**src/rtl/vga_scan_gen_if.sv**
```systemverilog
// rtl/vga_scan_gen_if.sv - scan coordinates, draw-block feedback and VGA outputs
//
// Bundles everything exchanged between the raster scan generator (master)
// and its consumers: draw blocks plus the VGA connector (slave).
//   x, y         scan coordinates, 10 bits each
//   pixel_tick   one-clk strobe per pixel period
//   video_on     visible-area flag for the current x/y
//   frame_start  one-clk pulse on the last pixel of a frame
//   hsync, vsync active-low registered syncs
//   rgb          registered {R4,G4,B4} colour
//   pixel_on     ORed draw-block display flag for the current x/y
//   fg_rgb       colour shown where pixel_on=1
//   bg_rgb       colour shown where pixel_on=0 in the visible area
interface vga_scan_gen_if;
    logic [9:0]  x;
    logic [9:0]  y;
    logic        pixel_tick;
    logic        video_on;
    logic        frame_start;
    logic        hsync;
    logic        vsync;
    logic [11:0] rgb;
    logic        pixel_on;
    logic [11:0] fg_rgb;
    logic [11:0] bg_rgb;

    modport master (
        output x, y, pixel_tick, video_on, frame_start, hsync, vsync, rgb,
        input  pixel_on, fg_rgb, bg_rgb
    );

    modport slave (
        input  x, y, pixel_tick, video_on, frame_start, hsync, vsync, rgb,
        output pixel_on, fg_rgb, bg_rgb
    );
endinterface

```
**src/rtl/vga_scan_gen.sv**
```systemverilog
// rtl/vga_scan_gen.sv - raster scan generator with registered colour and sync stage
//
// Divides clk down to a pixel strobe, walks h/v counters over the full
// raster, exposes them as x/y to the draw blocks, and registers the colour
// chosen from their pixel_on feedback together with hsync/vsync so all three
// leave one pixel period after the counters that produced them.
// Ports:
//   clk    system clock, rising edge
//   rst_n  asynchronous active-low reset
//   bus    vga_scan_gen_if.master (x, y, pixel_tick, video_on, frame_start,
//          hsync, vsync, rgb out; pixel_on, fg_rgb, bg_rgb in)
module vga_scan_gen #(
    parameter int H_DISPLAY = 640,
    parameter int H_FRONT   = 16,
    parameter int H_SYNC    = 96,
    parameter int H_BACK    = 48,
    parameter int V_DISPLAY = 480,
    parameter int V_FRONT   = 10,
    parameter int V_SYNC    = 2,
    parameter int V_BACK    = 33,
    parameter int CLK_DIV   = 4
) (
    input  logic           clk,
    input  logic           rst_n,
    vga_scan_gen_if.master bus
);

    localparam int H_TOTAL = H_DISPLAY + H_FRONT + H_SYNC + H_BACK;
    localparam int V_TOTAL = V_DISPLAY + V_FRONT + V_SYNC + V_BACK;
    localparam int DIV_W   = (CLK_DIV > 1) ? $clog2(CLK_DIV) : 1;

    localparam logic [DIV_W-1:0] DIV_LAST = DIV_W'(CLK_DIV - 1);
    localparam logic [9:0] H_LAST   = 10'(H_TOTAL - 1);
    localparam logic [9:0] V_LAST   = 10'(V_TOTAL - 1);
    localparam logic [9:0] H_VIS    = 10'(H_DISPLAY);
    localparam logic [9:0] V_VIS    = 10'(V_DISPLAY);
    localparam logic [9:0] HS_START = 10'(H_DISPLAY + H_FRONT);
    localparam logic [9:0] HS_END   = 10'(H_DISPLAY + H_FRONT + H_SYNC);
    localparam logic [9:0] VS_START = 10'(V_DISPLAY + V_FRONT);
    localparam logic [9:0] VS_END   = 10'(V_DISPLAY + V_FRONT + V_SYNC);

    logic [DIV_W-1:0] div_q, div_d;
    logic             tick_q, tick_d;
    logic [9:0]       h_count_q, h_count_d;
    logic [9:0]       v_count_q, v_count_d;
    logic             hsync_q, hsync_d;
    logic             vsync_q, vsync_d;
    logic [11:0]      rgb_q, rgb_d;

    logic video_on;
    logic hsync_raw;
    logic vsync_raw;
    logic h_last;
    logic v_last;

    assign h_last    = (h_count_q == H_LAST);
    assign v_last    = (v_count_q == V_LAST);
    assign video_on  = (h_count_q < H_VIS) && (v_count_q < V_VIS);
    // Sync windows are half-open: [start, end)
    assign hsync_raw = !((h_count_q >= HS_START) && (h_count_q < HS_END));
    assign vsync_raw = !((v_count_q >= VS_START) && (v_count_q < VS_END));

    always_comb begin
        div_d     = (div_q == DIV_LAST) ? '0 : div_q + DIV_W'(1);
        // Registered so the strobe is high during the last clk of a pixel
        // period; everything below advances on the edge that ends it.
        tick_d    = (div_q == DIV_LAST);
        h_count_d = h_count_q;
        v_count_d = v_count_q;
        hsync_d   = hsync_q;
        vsync_d   = vsync_q;
        rgb_d     = rgb_q;
        if (tick_q) begin
            if (h_last) begin
                h_count_d = '0;
                v_count_d = v_last ? '0 : v_count_q + 10'd1;
            end else begin
                h_count_d = h_count_q + 10'd1;
            end
            // Output stage captures the period that is ending, so colour
            // and syncs stay aligned one pixel behind the counters.
            rgb_d   = video_on ? (bus.pixel_on ? bus.fg_rgb : bus.bg_rgb) : 12'h000;
            hsync_d = hsync_raw;
            vsync_d = vsync_raw;
        end
    end

    always_ff @(posedge clk or negedge rst_n) begin
        if (!rst_n) begin
            div_q     <= '0;
            tick_q    <= 1'b0;
            h_count_q <= '0;
            v_count_q <= '0;
            hsync_q   <= 1'b1;
            vsync_q   <= 1'b1;
            rgb_q     <= 12'h000;
        end else begin
            div_q     <= div_d;
            tick_q    <= tick_d;
            h_count_q <= h_count_d;
            v_count_q <= v_count_d;
            hsync_q   <= hsync_d;
            vsync_q   <= vsync_d;
            rgb_q     <= rgb_d;
        end
    end

    assign bus.x           = h_count_q;
    assign bus.y           = v_count_q;
    assign bus.pixel_tick  = tick_q;
    assign bus.video_on    = video_on;
    assign bus.frame_start = tick_q & h_last & v_last;
    assign bus.hsync       = hsync_q;
    assign bus.vsync       = vsync_q;
    assign bus.rgb         = rgb_q;

endmodule

```
**src/flat_wrapper.sv**
```systemverilog
// flat-port wrapper written by rule: the top's interface ports become plain ports
module vga_scan_gen_flat 
#(
    parameter int H_DISPLAY = 640,
    parameter int H_FRONT   = 16,
    parameter int H_SYNC    = 96,
    parameter int H_BACK    = 48,
    parameter int V_DISPLAY = 480,
    parameter int V_FRONT   = 10,
    parameter int V_SYNC    = 2,
    parameter int V_BACK    = 33,
    parameter int CLK_DIV   = 4
)
  (clk, rst_n, bus_x, bus_y, bus_pixel_tick, bus_video_on, bus_frame_start, bus_hsync, bus_vsync, bus_rgb, bus_pixel_on, bus_fg_rgb, bus_bg_rgb);
  vga_scan_gen_if bus_i ();
  input  logic clk;
  input  logic rst_n;
  output wire logic [$bits(bus_i.x)-1:0] bus_x;
  output wire logic [$bits(bus_i.y)-1:0] bus_y;
  output wire logic [$bits(bus_i.pixel_tick)-1:0] bus_pixel_tick;
  output wire logic [$bits(bus_i.video_on)-1:0] bus_video_on;
  output wire logic [$bits(bus_i.frame_start)-1:0] bus_frame_start;
  output wire logic [$bits(bus_i.hsync)-1:0] bus_hsync;
  output wire logic [$bits(bus_i.vsync)-1:0] bus_vsync;
  output wire logic [$bits(bus_i.rgb)-1:0] bus_rgb;
  input wire logic [$bits(bus_i.pixel_on)-1:0] bus_pixel_on;
  input wire logic [$bits(bus_i.fg_rgb)-1:0] bus_fg_rgb;
  input wire logic [$bits(bus_i.bg_rgb)-1:0] bus_bg_rgb;
  assign bus_x = bus_i.x;
  assign bus_y = bus_i.y;
  assign bus_pixel_tick = bus_i.pixel_tick;
  assign bus_video_on = bus_i.video_on;
  assign bus_frame_start = bus_i.frame_start;
  assign bus_hsync = bus_i.hsync;
  assign bus_vsync = bus_i.vsync;
  assign bus_rgb = bus_i.rgb;
  assign bus_i.pixel_on = bus_pixel_on;
  assign bus_i.fg_rgb = bus_fg_rgb;
  assign bus_i.bg_rgb = bus_bg_rgb;
  vga_scan_gen #(.H_DISPLAY(H_DISPLAY), .H_FRONT(H_FRONT), .H_SYNC(H_SYNC), .H_BACK(H_BACK), .V_DISPLAY(V_DISPLAY), .V_FRONT(V_FRONT), .V_SYNC(V_SYNC), .V_BACK(V_BACK), .CLK_DIV(CLK_DIV)) u_core (.clk(clk), .rst_n(rst_n), .bus(bus_i));
endmodule
```
**config.mk**
```make
export PLATFORM = sky130hd
export DESIGN_NAME = vga_scan_gen_flat
export DESIGN_NICKNAME = d
export VERILOG_FILES = /design/src/rtl/vga_scan_gen_if.sv /design/src/rtl/vga_scan_gen.sv /design/src/flat_wrapper.sv
export SDC_FILE = /design/constraint.sdc
export NUM_CORES = 1
export LEC_CHECK = 0
export ABC_AREA = 1
export CAP_MARGIN = 10
export CORE_UTILIZATION = 46
export DETAILED_ROUTE_END_ITERATION = 10
export PLACE_DENSITY = 0.87
export SYNTH_ARGS = -nofsm -noshare
export SYNTH_HDL_FRONTEND = slang
export SYNTH_SLANG_ARGS = --single-unit
```
**constraint.sdc**
```tcl
create_clock -name clk -period 1.9 [get_ports clk]
set_clock_uncertainty 0.2 [all_clocks]
set_input_delay 0.19 -clock clk [delete_from_list [all_inputs] [get_ports clk]]
set_output_delay 0.19 -clock clk [all_outputs]
set_load 0.01 [all_outputs]
```
* After elaboration in Yosys (flattened, before gate mapping)
Index checks and enable logic that the tools add are counted.
Widths: inputs -> output; s select.
** Cells by class
- Bitwise logic cells :: 2
- Multiplexer cells :: 5
- $add $sub $neg :: 3
- Order comparisons :: 6
- Equality and inequality tests :: 3
- Reductions and logical operators :: 6
** Operators by type and width (count)
- $mux 12 :: 2
- $add 10x1->10 const B :: 2
- $eq 10x10->1 const B :: 2
- $lt 10x10->1 const B :: 2
- $lt 10x9->1 const B :: 2
- $mux 10 :: 2
- $ge 10x10->1 const B :: 1
- $ge 10x9->1 const B :: 1
- $logic_and 1x1->1 :: 3
- $add 2x1->2 const B :: 1
- $and 1x1->1 :: 2
- $eq 2x2->1 const B :: 1
- $logic_not 1->1 :: 2
- $mux 2 :: 1
- $reduce_and 2->1 :: 1
** Storage, ports and cells
- Word-level logic and storage cells :: 32
- Input bits :: 27
- Output and inout port bits :: 37
- Register bits :: 37

* Longest topological paths before layout
- Depth after elaboration :: 3
- Gate-level depth with buffers :: 9
- Gate-level depth less buffers :: 9

* Worst setup path before layout
Ideal clock, no wire load.
- Kind :: register -> output
- Start point :: register u_core.h_count_q[0], in the netlist u_core.bus.x[0]
- End point :: output port bus_frame_start
- Setup slack :: 197 ps
- Arrival time :: 1313 ps
- Buffers on the path :: 1
- Stages on the path, launching flop included :: 7
- Required time :: 1510 ps
- Cell sequence :: dfrtp_1 ha_1 nand2_2 nor2_4 nand4_4 buf_6 nor2_1
** On the way
- Word-level cells in the longest chain between the ends :: 3
** RTL lines
- start, declared :: line vga_scan_gen.sv:44 : logic [9:0] h_count_q, h_count_d;
- start signal, assigned :: line vga_scan_gen.sv:100 : h_count_q <= h_count_d;
- $eq 10x10->1 :: line vga_scan_gen.sv:56 : assign h_last = (h_count_q == H_LAST);
- $and 1x1->1 (2 in a row) :: line vga_scan_gen.sv:112 : assign bus.frame_start = tick_q & h_last & v_last;
- end, declared :: line flat_wrapper.sv:22 : output wire logic [$bits(bus_i.frame_start)-1:0] bus_frame_start;
Every way passes these cells.

* Final worst setup path
- Start point :: register u_core.tick_q, in the netlist u_core.bus.pixel_tick
- End point :: output port bus_pixel_tick
** RTL lines
- start, declared :: line vga_scan_gen.sv:43 : logic tick_q, tick_d;
- start signal, assigned :: line vga_scan_gen.sv:99 : tick_q <= tick_d;
- end, declared :: line flat_wrapper.sv:20 : output wire logic [$bits(bus_i.pixel_tick)-1:0] bus_pixel_tick;
No word-level cell between the ends.

==> impl_metrics.csv <==
group,metric,value,unit
status,status,"completed",
setup_path,required,1.51,ns
logic_synthesis,synth_area_per_cell,7.805,µm²
sta,final_hold_viol_count,0,
global_routing,grt_pass1_wl,8652,µm
run,cap_violations,0,
cells_and_area,fillerInstances,306,
placed_design,place_congestion,0.9382,
setup_path,rr_worst_depth,8,
cts,cts_buffers,5,
cells_and_area,final_util,0.7367,
sta,setup_viol,0,
power,power_density,561.9,mW/mm²
logic_synthesis,synth_cell_types,28,
detailed_routing,wl_per_cell,14.10,µm
cts,cts-root-buf,"clkbuf_8",
detailed_routing,drtIter0Drc,126,
logic_synthesis,ys_warn_count,0,
global_routing,antenna_found_initial,0,
cts,ctsHtreeMaxLevel,2,
setup_path,worst_ep_arrival_time,1.45,ns
floorplan,start_util,0.4890,
power,p_leak,1.346,nW
sta,finalCritPeriodShare,0.9690,
detailed_routing,drt.antenna.violating_nets,0,
logic_synthesis,syn-instance-count,256,
global_routing,grt_max_degree,38,
cells_and_area,diodes,0,
floorplan,core.rowCount,23,
setup_path,end_kind,"primary output",
sta,max_freq,543.2,MHz
power,ir_drop,0.4350,mV
setup_path,path_max_fanout,14,
logic_synthesis,syn_nets,288,
setup_path,r2r_end,"u_core.bus.y[3]",
sta,drv_slew,0,
setup_path,timing.rr.start,"u_core.bus.x[0]",
floorplan,io_pins,64,
logic_synthesis,synth_largest_area_cell,"dfrtp_1",
cts,clock_sinks,37,
detailed_routing,vias_per_cell,5.208,
sta,finalSetupTns,0,ns
floorplan,fp.dieArea,0.004611,mm²
setup_path,rrSetupSlack,0.19,ns
cts,cts_tree,"done",
cells_and_area,layout-drive-gt1-share,0.1686,
sta,whs,0.1036,ns
floorplan,core,0.004086,mm²
logic_synthesis,synth_area_leaders,"dfrtp_1, nand2_1, nor2_1, o21ai_1, inv_1",
logic_synthesis,synth_top_area_share,0.4383,
placed_design,dp_hpwl,3861,µm
global_routing,grt.total_usage,0.2576,
detailed_routing,drc,0,
cts,cts.hold.buffers_added,0,
cells_and_area,layout.nets,381,
cts,clk_pin_slew,0.08,ns
cts,clock_latency,0.30,ns
min_path,hp-class,"in -> async",
floorplan,fp.dieH,67.91,µm
detailed_routing,via_count,2083,
global_routing,grt_pass1_vias,1967,
detailed_routing,routed_wirelength,5640,µm
setup_path,path_class,"reg -> out",
cts,clockBufferDepth,2,
cells_and_area,syn_to_final_growth,50.66,%
sta,fin_crit,1.841,ns
logic_synthesis,synth_seq_cells,37,
detailed_routing,drt-pass1-iter-count,4,
global_routing,grt-ovfl-total,0,
placed_design,port-buffer-count,63,
sta,relSlewSlack,0.6904,
sta,worstMarginPinSlew,0.4645,ns
floorplan,die_x,67.91,µm
logic_synthesis,netlist_area,0.001998,mm²
logic_synthesis,seq_area_frac_synth,0.4646,
setup_path,startpoint_type,"flop",
-- cells in the final DEF (no fill, tap or decap), drive strengths merged, types with 7 or more instances in the layout --
master,n
clkdlybuf4s50,61
inv,30
nand4,7
nand2,53
buf,31
nor2,46
clkbuf,7
dfrtp,35
nand3,17
o21ai,38
-- metrics by stage --
stage	cell area (µm²)	power (mW)	std cells	worst slack, ns
floorplan	1998	0.8682	256	0.1970
global placement	2875	0.9832	392	0.02456
detailed placement	2875	0.9874	392	0.01966
CTS	2994	1.697	400	-0.0001292
global route	3010	1.750	400	-0.0003836
finish	3010	1.691	400	0.05893
-- layout make-up --
class                           instances  area [µm²]  area share
Sequential cell                        37       928.4      0.3084
Multi-Input combinational cell        181       930.9      0.3092
Clock inverter                          1       30.03    0.009975
Inverter                               31       117.6     0.03907
Clock buffer                            7       86.33     0.02868
Timing Repair Buffer                   93       854.6      0.2839
Tap cell                               50       62.56     0.02078
-- what timing repair did --
action                                 in CTS  in global routing
resized for setup                           5                  7
endpoints found under the hold margin       0                  0
setup endpoints to repair                   2                  4
buffers inserted                            0                  0
pin swaps                                   1                  1
-- power by group --
part / switching [mW] / leakage (nW) / total, mW / internal, mW
combinational: 0.0616 / 0.824 / 0.155 / 0.0931
sequential: 0.0107 / 0.464 / 0.817 / 0.807
clock: 0.291 / 0.0585 / 0.719 / 0.428
-- worst max-delay path, stage by stage, from the launching register on --
cell and delay, ns:
dfrtp_1 0.42, buf_6 0.19, clkdlybuf4s50_1 0.55
-- how the worst max path moves through the flow --
stage / startpoint / to / slack (ns) / cells past startpoint
after floorplan: u_core.bus.x[0] / bus_frame_start / 0.20 / 6
after global placement: u_core.bus.x[0] / bus_frame_start / 0.02 / 6
after global routing: u_core.bus.x[0] / bus_frame_start / -0.0004 / 6
after CTS: u_core.bus.x[0] / bus_frame_start / -0.0001 / 6
after detailed placement: u_core.bus.x[1] / bus_frame_start / 0.02 / 6
final: u_core.bus.pixel_tick / bus_pixel_tick / 0.06 / 2
-- flip-flops by register name (all words and copies together) (netlist names) --
register               count
u_core.bus.pixel_tick      1
u_core.bus.y              10
u_core.bus.rgb            12
u_core.div_q               2
u_core.bus.vsync           1
u_core.bus.x              10
u_core.bus.hsync           1
-- per-layer routing --
metal / track usage / vias to the layer above / share of wire
met5: 0 / - / 0
met3: 0.06833 / 19 / 0.045
met4: 0.1432 / 0 / 0.030
li1: - / 1000 / -
met1: 0.3011 / 995 / 0.41
met2: 0.4270 / 69 / 0.51
-- kinds of logic after synthesis --
kind of cell	share of synthesized area
XOR/XNOR	0.02630
buffers and inverters	0.07952
AO/OA/AOI/OAI	0.1033
AND/OR/NAND/NOR	0.2949
flip-flops	0.4646
adder cells (fa/ha/maj)	0.03131
-- cells in the mapped netlist --
cell type / number
nand3_2: 2
nand4_2: 1
xor2_1: 6
a21oi_1: 2
o21ai_1: 28
nand3_1: 15
nand2_2: 2
nor2_1: 44
or2_1: 1
inv_1: 25
inv_2: 5
ha_1: 5
clkbuf_1: 2
clkinv_2: 1
o21ai_0: 10
dfrtp_1: 35
nor3_1: 4
buf_2: 3
a31oi_1: 1
buf_4: 1
dfstp_2: 2
nand4_1: 5
nand2_1: 51
nor2_2: 1
nor3_4: 1
nor2_4: 1
nand4_4: 1
buf_6: 1
Power figures use the tool's default switching activity.
